--- src/rtl/imem_loader_pkg.sv ---
// imem_loader_pkg: shared types and constants for the instruction-memory loader.
//   loader_state_t  - loader FSM states
//   BYTES_PER_WORD  - bytes packed into one instruction word
//   BYTE_WIDTH      - width of one host byte
package imem_loader_pkg;

    localparam int unsigned BYTES_PER_WORD = 4;
    localparam int unsigned BYTE_WIDTH     = 8;

    typedef enum logic [2:0] {
        StIdle,
        StLoad,
        StWrite,
        StDone,
        StError
    } loader_state_t;

endpackage

--- src/rtl/imem_loader_byte_packer.sv ---
// byte_packer: assembles host bytes little-endian into one instruction word.
//   clk   - clock
//   rst   - asynchronous active-low reset
//   clr   - discard the partial word and restart at lane 0
//   push  - accept data into the current lane
//   data  - incoming byte
//   word  - lane register with the incoming byte merged into the current lane
//   full  - current lane is the top lane, so a push completes the word
module byte_packer
    import imem_loader_pkg::*;
(
    input  logic                                 clk,
    input  logic                                 rst,
    input  logic                                 clr,
    input  logic                                 push,
    input  logic [BYTE_WIDTH-1:0]                data,
    output logic [BYTES_PER_WORD*BYTE_WIDTH-1:0] word,
    output logic                                 full
);

    localparam int unsigned IdxWidth = $clog2(BYTES_PER_WORD);

    logic [BYTES_PER_WORD-1:0][BYTE_WIDTH-1:0] lanes_q;
    logic [BYTES_PER_WORD-1:0][BYTE_WIDTH-1:0] lanes_merged;
    logic [IdxWidth-1:0]                       idx_q;

    always_ff @(posedge clk or negedge rst) begin
        if (!rst) begin
            lanes_q <= '0;
            idx_q   <= '0;
        end else if (clr) begin
            lanes_q <= '0;
            idx_q   <= '0;
        end else if (push) begin
            lanes_q[idx_q] <= data;
            idx_q          <= idx_q + IdxWidth'(1);
        end
    end

    // Lanes above the current index are still zero, which gives the
    // zero fill of a short final word for free.
    always_comb begin
        lanes_merged        = lanes_q;
        lanes_merged[idx_q] = data;
    end

    assign word = lanes_merged;
    assign full = (idx_q == IdxWidth'(BYTES_PER_WORD - 1));

endmodule

--- src/rtl/imem_loader.sv ---
// imem_loader: writes instruction memory from a host byte stream and holds the
// CPU until the load completes.
//   clk, rst       - clock; asynchronous active-low reset
//   start          - one-cycle request to begin a (re)load
//   byte_valid/data/last, byte_ready - host byte handshake
//   we, WA, WD     - instruction-memory write port (byte address, 4-byte stride)
//   words_loaded   - words written in the current/last load
//   done, error    - clean finish / overflow beyond WORD_COUNT
//   cpu_hold       - keep CPU in reset while high
module imem_loader
    import imem_loader_pkg::*;
#(
    parameter int unsigned ADDRESS_WIDTH = 32,
    parameter int unsigned DATA_WIDTH    = 32,
    parameter int unsigned WORD_COUNT    = 256
) (
    input  logic                         clk,
    input  logic                         rst,
    input  logic                         start,
    input  logic                         byte_valid,
    input  logic [BYTE_WIDTH-1:0]        byte_data,
    input  logic                         byte_last,
    output logic                         byte_ready,
    output logic                         we,
    output logic [ADDRESS_WIDTH-1:0]     WA,
    output logic [DATA_WIDTH-1:0]        WD,
    output logic [$clog2(WORD_COUNT):0]  words_loaded,
    output logic                         done,
    output logic                         error,
    output logic                         cpu_hold
);

    localparam int unsigned CountWidth = $clog2(WORD_COUNT) + 1;
    localparam logic [CountWidth-1:0] MaxCount = CountWidth'(WORD_COUNT);

    loader_state_t                       state_q, state_d;
    logic [CountWidth-1:0]               count_q, count_d;
    logic [ADDRESS_WIDTH-1:0]            wa_q, wa_d;
    logic [DATA_WIDTH-1:0]               wd_q, wd_d;
    logic                                last_q, last_d;
    logic                                push, clr, full;
    logic [BYTES_PER_WORD*BYTE_WIDTH-1:0] packed_word;

    byte_packer u_packer (
        .clk  (clk),
        .rst  (rst),
        .clr  (clr),
        .push (push),
        .data (byte_data),
        .word (packed_word),
        .full (full)
    );

    always_ff @(posedge clk or negedge rst) begin
        if (!rst) begin
            state_q <= StIdle;
            count_q <= '0;
            wa_q    <= '0;
            wd_q    <= '0;
            last_q  <= 1'b0;
        end else begin
            state_q <= state_d;
            count_q <= count_d;
            wa_q    <= wa_d;
            wd_q    <= wd_d;
            last_q  <= last_d;
        end
    end

    always_comb begin
        state_d = state_q;
        count_d = count_q;
        wa_d    = wa_q;
        wd_d    = wd_q;
        last_d  = last_q;
        push    = 1'b0;
        clr     = 1'b0;
        unique case (state_q)
            StIdle, StDone, StError: begin
                if (start) begin
                    state_d = StLoad;
                    count_d = '0;
                    clr     = 1'b1;
                end
            end
            StLoad: begin
                // byte_ready is 1 throughout LOAD, so valid alone completes the handshake.
                if (byte_valid) begin
                    if (count_q == MaxCount) begin
                        // Memory is full: drop the byte rather than wrap the address.
                        state_d = StError;
                    end else begin
                        push = 1'b1;
                        if (full || byte_last) begin
                            // Capture the write now so WA/WD hold their values after WRITE.
                            state_d = StWrite;
                            wa_d    = ADDRESS_WIDTH'(count_q) << 2;
                            wd_d    = DATA_WIDTH'(packed_word);
                            last_d  = byte_last;
                        end
                    end
                end
            end
            StWrite: begin
                count_d = count_q + CountWidth'(1);
                clr     = 1'b1;
                state_d = last_q ? StDone : StLoad;
            end
            default: state_d = StIdle;
        endcase
    end

    assign byte_ready   = (state_q == StLoad);
    assign we           = (state_q == StWrite);
    assign WA           = wa_q;
    assign WD           = wd_q;
    assign words_loaded = count_q;
    assign done         = (state_q == StDone);
    assign error        = (state_q == StError);
    assign cpu_hold     = (state_q != StDone);

endmodule

--- config.mk ---
export PLATFORM = sky130hd
export DESIGN_NAME = imem_loader
export DESIGN_NICKNAME = d
export VERILOG_FILES = /design/src/rtl/imem_loader_pkg.sv /design/src/rtl/imem_loader_byte_packer.sv /design/src/rtl/imem_loader.sv
export SDC_FILE = /design/constraint.sdc
export NUM_CORES = 1
export LEC_CHECK = 0
export BUFFER_PORTS_ARGS = -buffer_cell sky130_fd_sc_hd__buf_2
export CORE_MARGIN = 8
export CORE_UTILIZATION = 53
export DETAILED_ROUTE_END_ITERATION = 6
export PLACE_DENSITY = 0.75
export SLEW_MARGIN = 10
export SYNTH_ARGS = -nofsm -noshare
export SYNTH_HDL_FRONTEND = slang
export SYNTH_SLANG_ARGS = --single-unit
--- constraint.sdc ---
create_clock -name clk -period 2.6 [get_ports clk]
set_input_delay 0.52 -clock clk [delete_from_list [all_inputs] [get_ports clk]]
set_output_delay 0.52 -clock clk [all_outputs]
set_load 0.02 [all_outputs]
* Word level (Yosys, flattened, before mapping) *
Index checks and enable logic that the tools add are counted.

cells by class
  bitwise gates (word level) = 1
  magnitude comparators = 2
  multiplexer cells = 20
  $add $sub $neg = 2
  reductions and logical operators = 9
  eq/ne operators = 10

operators with widths
  kind                                                                          number
  32-bit 2-to-1 mux                                                             2
  32-bit bitwise mux                                                            1
  9-bit one-hot mux with 2 select lines                                         1
  8-bit demux with 2-bit select                                                 1
  3-bit 2-to-1 mux                                                              4
  9-bit by 1-bit adder with 9-bit output, second input constant                 1
  9-bit == test, second input constant                                          1
  9-bit 2-to-1 mux                                                              1
  3-bit one-hot mux with 3 select lines                                         1
  8-bit 2-to-1 mux                                                              1
  3-bit by 2-bit == test with 1-bit output, second input constant               2
  2-bit 2-to-1 mux                                                              3
  1-bit 2-to-1 mux                                                              4
  2-bit != test, second input constant                                          2
  4-bit AND reduction                                                           1
  2-bit nonzero test                                                            2
  3-bit by 1-bit == test with 1-bit output, second input constant               1
  3-bit == test, second input constant                                          1
  3-bit logical NOT                                                             1
  2-bit by 3-bit less-than comparator with 1-bit output, second input constant  1
  3-bit by 1-bit != test with 1-bit output, second input constant               1
  3-bit by 2-bit != test with 1-bit output, second input constant               1
  3-bit AND reduction                                                           1
  3-bit OR reduction                                                            1
  8 further kinds                                                               8

storage, ports and cells
  word-level logic and storage cells = 54
  register bits after elaboration = 88
  output and inout bits = 78
  input port bits = 13

* Depth between registers and ports, before layout *
  depth in word-level cells = 7
  gate-level depth with buffers = 7
  depth with buffers taken out = 6

* By module *
A second synthesis with hierarchy kept.

unflattened totals
  cell total of the unflattened synthesis = 354
  area, all modules = 4623.2 µm²

modules (own cells, without submodules)
  module       area an instance (µm²)  cells each  instances
  imem_loader  2633.8                  188         1
  byte_packer  1989.4                  166         1

* Worst setup path before layout *
Ideal clock, no wire load.

  path type = register to register
  start point = register u_packer.idx_q[0]
  end point = register wa_q[9], in the netlist WA[9]
  cell stages (with the launch flop) = 7
  data arrival time = 2168 ps
  buffers on the path = 2
  period minus slack after synthesis = 2292 ps
  library setup time = 125 ps
  slack = 308 ps
  cells stage by stage = dfrtp_1 ha_1 clkbuf_1 nor2_1 a2111oi_4 buf_4 mux2_2

on the way
  longest elaborated chain between the ends = 3

ends and longest elaborated chain
  what                                  line                           text
  start: declaration                    imem_loader_byte_packer.sv:25  logic [IdxWidth-1:0] idx_q;
  start signal: assignment              imem_loader_byte_packer.sv:36  idx_q <= idx_q + IdxWidth'(1);
  2-bit == test                         imem_loader_byte_packer.sv:48  assign full = (idx_q == IdxWidth'(BYTES_PER_WORD - 1));
  1-bit logical OR                      imem_loader.sv:94              if (full || byte_last) begin
  4-bit AND reduction (no source line)  -
  end signal: assignment                imem_loader.sv:64              wa_q <= wa_d;
  end: declaration                      imem_loader.sv:38              logic [ADDRESS_WIDTH-1:0] wa_q, wa_d;

Every way passes these cells.
A chain may end at the register's enable or synchronous reset.

* Worst setup path in the final report *
  start point = register count_q[0], in the netlist words_loaded[0]
  end point = register u_packer.lanes_q[6] (netlist bit)

on the way
  longest elaborated chain between the ends = 5

ends and longest elaborated chain
  what                                 line                           text
  start: declaration                   imem_loader.sv:37              logic [CountWidth-1:0] count_q, count_d;
  start signal: assignment             imem_loader.sv:63              count_q <= count_d;
  9-bit == test                        imem_loader.sv:89              if (count_q == MaxCount) begin
  1-bit 2-to-1 mux                     imem_loader.sv:89
  1-bit 2-to-1 mux                     imem_loader.sv:88              if (byte_valid) begin
  1-bit 2-to-1 mux                     imem_loader.sv:78              unique case (state_q)
  2-bit nonzero test (no source line)  -
  end signal: indexed assignment       imem_loader_byte_packer.sv:35  lanes_q[idx_q] <= data;
  end: declaration                     imem_loader_byte_packer.sv:23  logic [BYTES_PER_WORD-1:0][BYTE_WIDTH-1:0] lanes_q;

Every way passes these cells.

==> impl_metrics.json <==
{
  "status": "finished clean",
  "synth_edf_count": 0,
  "cts_buffers": 9,
  "grt_max_degree": 65,
  "dp_slack_ps": 166,
  "fin_ws_ps": 160,
  "rr_endpoint": "u_packer.lanes_q[6]$_DFFE_PN0P_",
  "slew_viol_final": 0,
  "leakagePower_nw": 2.22,
  "regArea_sq_um": 2200,
  "clock_sinks": 88,
  "fill_cells": 657,
  "vias": 2933,
  "insertedDiodeCount": 0,
  "fin_skew_ps": 13.9,
  "yosysTopAreaCellShare_pct": 53.4,
  "ir_drop_uv": 577,
  "hp-class": "input port to asynchronous set/reset pin",
  "relSlewSlack_pct": 49.9,
  "via_per_inst": 5.57,
  "critPathKind": "flip-flop to flip-flop",
  "ys_ff_latch": 88,
  "tightest_slew_ps": 751,
  "fin_crit_ps": 2440,
  "postSynthCellCount": 365,
  "met3_usage_pct": 5.58,
  "timing.hold.ws_ps": 152,
  "ff2ff_path_depth": 8,
  "cp_max_fo": 42,
  "cts_setup_buffers": 0,
  "antenna_found_initial": 0,
  "clockBufferDepth": 2,
  "die_x_microns": 104,
  "max_freq_mhz": 410,
  "dp_hpwl_microns": 6110,
  "die_height_microns": 104,
  "final_cell_mix": "88 x dfrtp_1, 66 x buf_2, 37 x nor2_1, 35 x mux2i_1, 35 x a21oi_1",
  "h-tree-depth": 3,
  "dp_cells": 512,
  "powerDensity_nw_per_um2": 1140,
  "clkLatencyLatePin_ps": 350,
  "fin_cells": 527,
  "area_growth_pct": 12.5,
  "ys_seq_area_share_pct": 53.4,
  "grt_pass1_wl_microns": 14600,
  "path_clk_slew_ps": 90,
  "cts_root_buffer": "clkbuf_8",
  "finalSetupViolCount": 0,
  "gp_congestion": 0.818,
  "synth-main-ff-cell": "dfrtp_1",
  "io_pins": 91,
  "synth_warnings": 0,
  "synth.avg_cell_area_sq_um": 11.3,
  "rrSetupSlack_ps": 160,
  "grt_busiest_layer": "met2",
  "final_layout_size_suffix_gt1_share_pct": 24.0,
  "arrival_ps": 2720,
  "rsz0062_at_grt": "false",
  "final_common_cell": "dfrtp_1",
  "hold_violations": 0,
  "drt-initial-drc-count": 153,
  "start_util_pct": 53.9,
  "drc_errors": 0,
  "yosys-top-cells-area": "dfrtp_1 53%, mux2i_1 8.7%, a32o_1 7.8%",
  "startpoint_type": "flip-flop",
  "rr_startpoint": "words_loaded[0]$_DFFE_PN0P_",
  "wire_per_inst_microns": 16.7,
  "overflow": 0,
  "crit_required_ps": 2880,
  "finalWirelength_microns": 8810,
  "drtAntennaViolNets": 0,
  "netlist.top_cell.by_area": "dfrtp_1",
  "worstSetupEndpointType": "flip-flop",
  "synth_cell_types": 39,
  "synth_area_sq_um": 4120,
  "multi_input_area_sq_um": 1660,
  "nets": 440,
  "grt_use_met1_pct": 21.1,
  "grt_pass1_vias": 2896,
  "async_flop_share_pct": 100,
  "track_usage_pct": 16.5,
  "cts_tree": "built",
  "grtUsageMet2_pct": 24.8,
  "num_rows": 32,
  "drt_pass1_iterations": 5,
  "finalCritPeriodShare_pct": 93.9,
  "max-cap-violations": 0,
  "finalSetupTns_ps": 0,
  "die_area_sq_um": 10900,
  "placement.io_buffers": 67,
  "core_area_sq_um": 7650
}
-- synthesized netlist by cell type (2+ instances only) --
master	instances
a21o_1	2
a21oi_1	35
a22o_1	3
a31oi_1	2
a32o_1	32
buf_1	8
buf_2	7
buf_4	27
clkbuf_1	11
dfrtp_1	88
ha_1	6
inv_1	10
mux2_1	2
mux2_2	8
mux2i_1	36
nand2_1	13
nand3_1	2
nor2_1	37
nor3_1	3
nor4b_2	2
o21ai_0	10
o31ai_1	4
-- per-layer routing --
| layer | vias to the layer above | wire (microns) |
|---|---|---|
| li1 | 1378 | - |
| met2 | 98 | 4130 |
| met5 | - | 0 |
| met3 | 12 | 645 |
| met4 | 0 | 160 |
| met1 | 1445 | 3880 |
-- worst max path at each step --
stage / cells past startpoint / slack [ps] / startpoint / end
4_1_cts: 8 / 170 / words_loaded[0]$_DFFE_PN0P_ / u_packer.lanes_q[6]$_DFFE_PN0P_
6_report: 8 / 160 / words_loaded[0]$_DFFE_PN0P_ / u_packer.lanes_q[6]$_DFFE_PN0P_
5_1_grt: 8 / 30 / words_loaded[0]$_DFFE_PN0P_ / u_packer.lanes_q[8]$_DFFE_PN0P_
3_5_place_dp: 8 / 170 / words_loaded[0]$_DFFE_PN0P_ / u_packer.lanes_q[4]$_DFFE_PN0P_
2_1_floorplan: 6 / 310 / u_packer.idx_q[0]$_DFFE_PN0P_ / WA[9]$_DFFE_PN0P_
3_3_place_gp: 8 / 270 / words_loaded[0]$_DFFE_PN0P_ / u_packer.lanes_q[6]$_DFFE_PN0P_
-- cell type report --
cell class              count  share of cell area, %
clock inverters             3                  0.944
flip-flops and latches     88                   47.5
repair buffers             76                   9.28
inverters                  10                  0.809
clock buffers              12                   2.91
multi-input cells         236                   35.8
well taps                 102                   2.75
-- worst max-delay path, stage by stage, from the launching register on --
cell and delay, ps:
dfrtp_1 450, inv_1 80, ha_1 200, nor4b_2 150, buf_4 170, a211oi_4 260
buf_12 250, mux2i_1 610, a32o_1 210
-- power breakdown --
part	switching, mW	internal (mW)
clock	0.449	0.441
combinational	1.49	0.857
sequential	0.251	1.81
total	2.19	3.11
-- registers in the layout, indices dropped and copies added, names as in the netlist --
name,cells
WA,9
WD,32
last_q,1
state_q,3
u_packer.idx_q,2
u_packer.lanes_q,32
words_loaded,9
-- metrics by stage --
stage               util, %  power [mW]  area (sq um)
CTS                    60.6        5.35          4630
finish                 60.7        5.30          4640
global route           60.7        5.66          4640
floorplan                 -        3.76          4210
detailed placement     58.3        4.45          4460
global placement       58.3        4.36          4460
-- kinds of logic (layout without fill, tap and decap cells) --
family	after synthesis	after routing	share of synthesized area, %
and+or+nand+nor	66	66	7.43
buffers and inverters	63	101	8.40
xor gates and xnor gates	1	1	0.212
other	1	23	0.0909
adders and majority gates	6	6	1.82
AOI/OAI and AO/OA	94	94	17.2
DFF	88	88	53.4
muxes	46	46	11.5
-- timing repair --
action	in CTS	in global routing
hold endpoints to repair	0	0
hold buffers	0	0
gates resized for setup	0	1
endpoints found under the setup margin	0	2
Power figures use the tool's default switching activity.
